[config.mk]
export PLATFORM = sky130hd
export DESIGN_NAME = seg_scan_ctrl
export DESIGN_NICKNAME = d
export VERILOG_FILES = /design/src/rtl/seg_scan_ctrl.sv
export SDC_FILE = /design/constraint.sdc
export NUM_CORES = 1
export LEC_CHECK = 0
export CAP_MARGIN = 25
export CELL_PAD_IN_SITES_DETAIL_PLACEMENT = 2
export CELL_PAD_IN_SITES_GLOBAL_PLACEMENT = 2
export CORE_MARGIN = 2
export CORE_UTILIZATION = 38
export CTS_BUF_LIST = sky130_fd_sc_hd__clkbuf_8 sky130_fd_sc_hd__clkbuf_16
export DETAILED_ROUTE_END_ITERATION = 8
export GPL_ROUTABILITY_DRIVEN = 1
export PLACE_DENSITY = 0.88
export SYNTH_ARGS = -nofsm -noshare
export SYNTH_HDL_FRONTEND = slang
export SYNTH_SLANG_ARGS = --single-unit
[constraint.sdc]
create_clock -name clk -period 4.7 [get_ports clk]
set_clock_uncertainty 0.15 [all_clocks]
set_input_delay 0.705 -clock clk [delete_from_list [all_inputs] [get_ports clk]]
set_output_delay 0.705 -clock clk [all_outputs]
set_load 0.01 [all_outputs]
[src/rtl/seg_scan_ctrl.sv]
// seg_scan_ctrl
//   Time-multiplexed scan controller for a NUM_DIGITS common-select
//   seven-segment display sharing one BCD-to-segment decoder. Each digit
//   slot is REFRESH_DIV clocks: BLANK_CYCLES dark guard cycles followed by
//   the SHOW window. Digit data is double-buffered (shadow -> active) and
//   committed only at frame end, or immediately while idle.
//
// Ports
//   clk        system clock, rising edge
//   rst_n      asynchronous active-low reset
//   enable     1 = scanning, 0 = display dark (IDLE)
//   load       1-cycle strobe, capture digits_in into the shadow buffer
//   digits_in  packed BCD, digit k at [4k+3:4k]
//   lz_blank   1 = suppress leading zeros
//   seg_in     shared decoder output (gfedcba, active-high)
//   num_out    registered BCD value feeding the shared decoder
//   seg_out    gated segment drive, active-high
//   an_out     one-hot digit select, active-high
//   pending    shadow holds data not yet committed to active
module seg_scan_ctrl #(
    parameter int NUM_DIGITS   = 4,
    parameter int REFRESH_DIV  = 50000,
    parameter int BLANK_CYCLES = 2
) (
    input  logic                    clk,
    input  logic                    rst_n,
    input  logic                    enable,
    input  logic                    load,
    input  logic [4*NUM_DIGITS-1:0] digits_in,
    input  logic                    lz_blank,
    input  logic [6:0]              seg_in,
    output logic [3:0]              num_out,
    output logic [6:0]              seg_out,
    output logic [NUM_DIGITS-1:0]   an_out,
    output logic                    pending
);

    localparam int IDXW        = (NUM_DIGITS > 1) ? $clog2(NUM_DIGITS) : 1;
    localparam int CNTW        = (REFRESH_DIV > 1) ? $clog2(REFRESH_DIV) : 1;
    localparam int SHOW_CYCLES = REFRESH_DIV - BLANK_CYCLES;

    typedef enum logic [1:0] {
        IDLE,
        BLANK,
        SHOW
    } state_t;

    state_t                  state, state_nx;
    logic [IDXW-1:0]         idx, idx_nx;
    logic [CNTW-1:0]         cnt, cnt_nx;
    logic [4*NUM_DIGITS-1:0] active, active_nx;
    logic [4*NUM_DIGITS-1:0] shadow;
    logic                    frame_end;
    logic                    commit;
    logic                    enter_blank;
    logic [3:0]              num_nx;
    logic                    upper_zero;
    logic                    suppress;

    function automatic logic [3:0] digit_at(input logic [4*NUM_DIGITS-1:0] v,
                                            input logic [IDXW-1:0]         i);
        digit_at = '0;
        for (int unsigned k = 0; k < NUM_DIGITS; k++) begin
            if (i == IDXW'(k)) digit_at = v[4*k +: 4];
        end
    endfunction

    // Commit path: a load coinciding with the commit bypasses the shadow so
    // the freshest data lands in active without an extra frame of latency.
    always_comb begin
        frame_end = (state == SHOW) && (idx == IDXW'(NUM_DIGITS-1)) &&
                    (cnt == CNTW'(SHOW_CYCLES-1));
        commit    = frame_end || ((state == IDLE) && pending);
        active_nx = active;
        if (commit) active_nx = load ? digits_in : shadow;
    end

    always_comb begin
        state_nx    = state;
        idx_nx      = idx;
        cnt_nx      = cnt;
        enter_blank = 1'b0;
        if (!enable) begin
            state_nx = IDLE;
            idx_nx   = '0;
            cnt_nx   = '0;
        end else begin
            unique case (state)
                IDLE: begin
                    state_nx    = BLANK;
                    idx_nx      = '0;
                    cnt_nx      = '0;
                    enter_blank = 1'b1;
                end
                BLANK: begin
                    if (cnt == CNTW'(BLANK_CYCLES-1)) begin
                        state_nx = SHOW;
                        cnt_nx   = '0;
                    end else begin
                        cnt_nx = cnt + 1'b1;
                    end
                end
                SHOW: begin
                    if (cnt == CNTW'(SHOW_CYCLES-1)) begin
                        state_nx    = BLANK;
                        cnt_nx      = '0;
                        idx_nx      = (idx == IDXW'(NUM_DIGITS-1)) ? '0 : idx + 1'b1;
                        enter_blank = 1'b1;
                    end else begin
                        cnt_nx = cnt + 1'b1;
                    end
                end
                default: begin
                    state_nx = IDLE;
                    idx_nx   = '0;
                    cnt_nx   = '0;
                end
            endcase
        end
        // Uses the post-commit buffer so the first slot of a new frame
        // already decodes the newly committed digits.
        num_nx = digit_at(active_nx, idx_nx);
    end

    always_ff @(posedge clk or negedge rst_n) begin
        if (!rst_n) begin
            state   <= IDLE;
            idx     <= '0;
            cnt     <= '0;
            active  <= '0;
            shadow  <= '0;
            pending <= 1'b0;
            num_out <= '0;
        end else begin
            state  <= state_nx;
            idx    <= idx_nx;
            cnt    <= cnt_nx;
            active <= active_nx;
            if (load) shadow <= digits_in;
            if (commit)    pending <= 1'b0;
            else if (load) pending <= 1'b1;
            if (enter_blank) num_out <= num_nx;
        end
    end

    // A digit is dark when its code is not BCD, or when it is a leading zero:
    // it and every more-significant digit are zero (digit 0 always shows).
    always_comb begin
        upper_zero = ((active >> {idx, 2'b00}) == '0);
        suppress   = (num_out > 4'd9) || (lz_blank && (idx != '0) && upper_zero);
        an_out     = '0;
        seg_out    = '0;
        if (state == SHOW) begin
            for (int unsigned k = 0; k < NUM_DIGITS; k++) begin
                an_out[k] = (idx == IDXW'(k));
            end
            if (!suppress) seg_out = seg_in;
        end
    end

endmodule

==> results.py <==
metrics = {
    "power_and_ir_drop": {
        "p_leak_nw": 1.53,
        "peakVddDrop_mv": 0.139,
        "power_mw": 1.64,
        "p_per_area_nw_per_um2": 449,
    },
    "global_route": {
        "grt_pass1_wl_mm": 14.0,
        "gr-total-overflow": 0,
        "antenna_found_initial": 0,
        "grt_pass1_vias": 2532,
        "grtUsageTotal": 0.221,
        "grt_max_degree": 58,
    },
    "yosys": {
        "ys_ff_latch": 57,
        "synth_top_area_frac": 0.489,
        "netlist_area_um2": 2920,
        "synth_edf_count": 0,
        "synthTopCellsByArea": "dfrtp_1 (49%), mux2_2 (9.3%), ha_1 (4.3%), mux2_4 (3.1%), xor2_1 (3.0%)",
        "synth_top_cell_by_area": "dfrtp_1",
        "yosysSeqAreaShare": 0.489,
        "netlist_instances": 254,
        "syn_nets": 292,
        "avgSynthCellArea_um2": 11.5,
        "yosys_warnings": 0,
        "yosys_most_used_dff": "dfrtp_1",
        "yosysMostFrequentCell": "dfrtp_1",
        "async_flop_share": 1.00,
        "ys_types": 47,
        "synth_commonest_cells": "dfrtp_1 (57), mux2_2 (24), nor2_1 (23)",
    },
    "critical_path": {
        "end_kind": "output pin",
        "crit_path_cell_trace": "clkdlybuf4s50_1 > or4b_2 > nor4_1 > a21oi_1 > and2_1 > clkdlybuf4s50_1",
        "crit_family": "simple AND/OR/NAND/NOR gates",
        "crit_required_ns": 3.85,
        "crit_buf_inv": 2,
        "critPathKind": "input port to output pin",
        "slowest_stage": "or4b_2",
        "crit_arrival_ns": 2.89,
        "max_stage_delay_ns": 0.58,
        "crit_fanout": 7,
        "worstSetupStartpointType": "input port",
        "crit_path_frequent_cell": "clkdlybuf4s50_1",
    },
    "routing": {
        "ant_nets": 0,
        "wl_mm": 8.48,
        "drc_errors": 0,
        "first_pass_iters": 4,
        "num_vias": 2156,
        "viasPerCell": 5.30,
        "routedWlPerCell_um": 20.8,
        "drt_iter0_markers": 78,
    },
    "die": {
        "initial_core_util": 0.398,
        "fp-row-count": 31,
        "die_w_um": 91.6,
        "die_area_um2": 8390,
        "core_area_um2": 7330,
        "die_h_um": 91.6,
        "num_io_pins": 44,
    },
    "sta": {
        "rsz0062_at_grt": "false",
        "fmax_mhz": 267,
        "setup_viol": 0,
        "maxSlewViolCount": 0,
        "period_share": 0.797,
        "tightest_slew_ns": 0.818,
        "fin_setup_tns_ns": 0,
        "fin_crit_ns": 3.75,
        "relSlewSlack": 0.453,
        "final-hold-violation-count": 0,
    },
    "clocking": {
        "ctsResizeCount": 0,
        "clkLatencyLatePin_ns": 0.34,
        "h-tree-depth": 3,
        "cts_hold_buf": 0,
        "clk_pin_slew_ns": 0.07,
        "root_buffer": "clkbuf_8",
        "cts_tree": "yes",
        "post-cts-setup-buffers": 0,
        "cts_made_buffers": 9,
        "clock-sinks": 57,
        "clockBufferDepth": 2,
    },
    "cells_and_area": {
        "antennaDiodeCount": 0,
        "syn2layout_area_growth_pct": 25.1,
        "final_nets": 341,
        "post-route-util": 0.498,
        "drive_above_1_share": 0.198,
    },
    "outcome": {
        "outcome": "complete, no violations",
    },
    "placement": {
        "portBuffers": 43,
        "routabilityCongestion": 0.771,
        "place_hpwl_mm": 6.05,
    },
    "worst_hold_path": {
        "worstHoldPathType": "input port to asynchronous set/reset pin",
    },
    "flow_run": {
        "drv_cap": 0,
    },
}
==> state kept, by name (all words and copies together) (netlist names) <==
name	count
active	16
cnt	16
idx	2
num_out	4
pending	1
shadow	16
state	2
==> per-layer routing <==
metal / share of wire / GRT usage / vias up
met2: 0.55 / 0.407 / 34
met4: 0.021 / 0.0960 / 0
met3: 0.036 / 0.0506 / 14
met5: 0 / 0 / -
li1: - / - / 993
met1: 0.39 / 0.240 / 1115
==> worst paths after layout <==
path                                          start                endpoint  slack (ns)  cells after the start
worst max-delay path                       lz_blank              seg_out[2]        0.95                      6
worst min-delay path                          rst_n     shadow[9]$_DFF_PN0_        0.36                      2
worst max register to register     cnt[1]$_DFF_PN0_  num_out[0]$_DFFE_PN0P_        1.67                      8
worst min register to register  shadow[1]$_DFF_PN0_     shadow[1]$_DFF_PN0_        0.36                      1
max in group asynchronous                     rst_n    state[0]$_DFFE_PN0P_        3.55                      2
min in group clk                shadow[1]$_DFF_PN0_     shadow[1]$_DFF_PN0_        0.36                      1
==> per-stage QoR <==
stage	cells	hold WS (ns)	area, um2	worst slack (ns)
after floorplan	254	0.259	2920	2.07
after global placement	390	0.329	3410	1.07
after detailed placement	391	0.342	3420	0.979
after CTS	407	0.362	3650	0.940
after global routing	407	0.371	3650	0.810
final	407	0.356	3650	0.954
==> power breakdown <==
part	total, mW	internal [mW]	switching, mW
clock network	0.536	0.326	0.210
registers	0.673	0.600	0.0737
logic	0.430	0.219	0.211
total	1.64	1.14	0.495
==> kinds of logic (layout without fill, tap and decap cells) <==
logic type	Yosys count	in the layout	share of synthesized area
and+or+nand+nor	86	86	0.177
AOI/OAI and AO/OA	37	37	0.0858
muxes	31	31	0.127
adders and majority gates	10	10	0.0429
buffers and inverters	19	73	0.0365
DFF	57	57	0.489
xor gates and xnor gates	14	14	0.0420
==> placed cells by master (no fill, tap or decap), types with 5 or more instances in the layout <==
| cell | synthesis | routed |
|---|---|---|
| a21oi_1 | 10 | 10 |
| and2_1 | 11 | 11 |
| clkbuf_8 | 2 | 11 |
| clkdlybuf4s50_1 | 0 | 42 |
| dfrtp_1 | 57 | 57 |
| ha_1 | 10 | 10 |
| inv_1 | 12 | 13 |
| mux2_2 | 24 | 24 |
| mux2_4 | 6 | 6 |
| nand2_1 | 11 | 11 |
| nand2b_1 | 5 | 5 |
| nand3_1 | 10 | 10 |
| nor2_1 | 23 | 23 |
| nor4_1 | 6 | 6 |
| o21ai_0 | 8 | 8 |
| xor2_1 | 10 | 10 |
==> area by class of cell <==
type / count / area (um2)
fillers: 707 / 3680
flip-flops and latches: 57 / 1430
multi-input cells: 178 / 1380
repair buffers: 45 / 438
clock buffers: 11 / 151
well taps: 99 / 124
clock inverters: 5 / 78.8
inverters: 12 / 45.0
(Power assumes the default switching activity.)
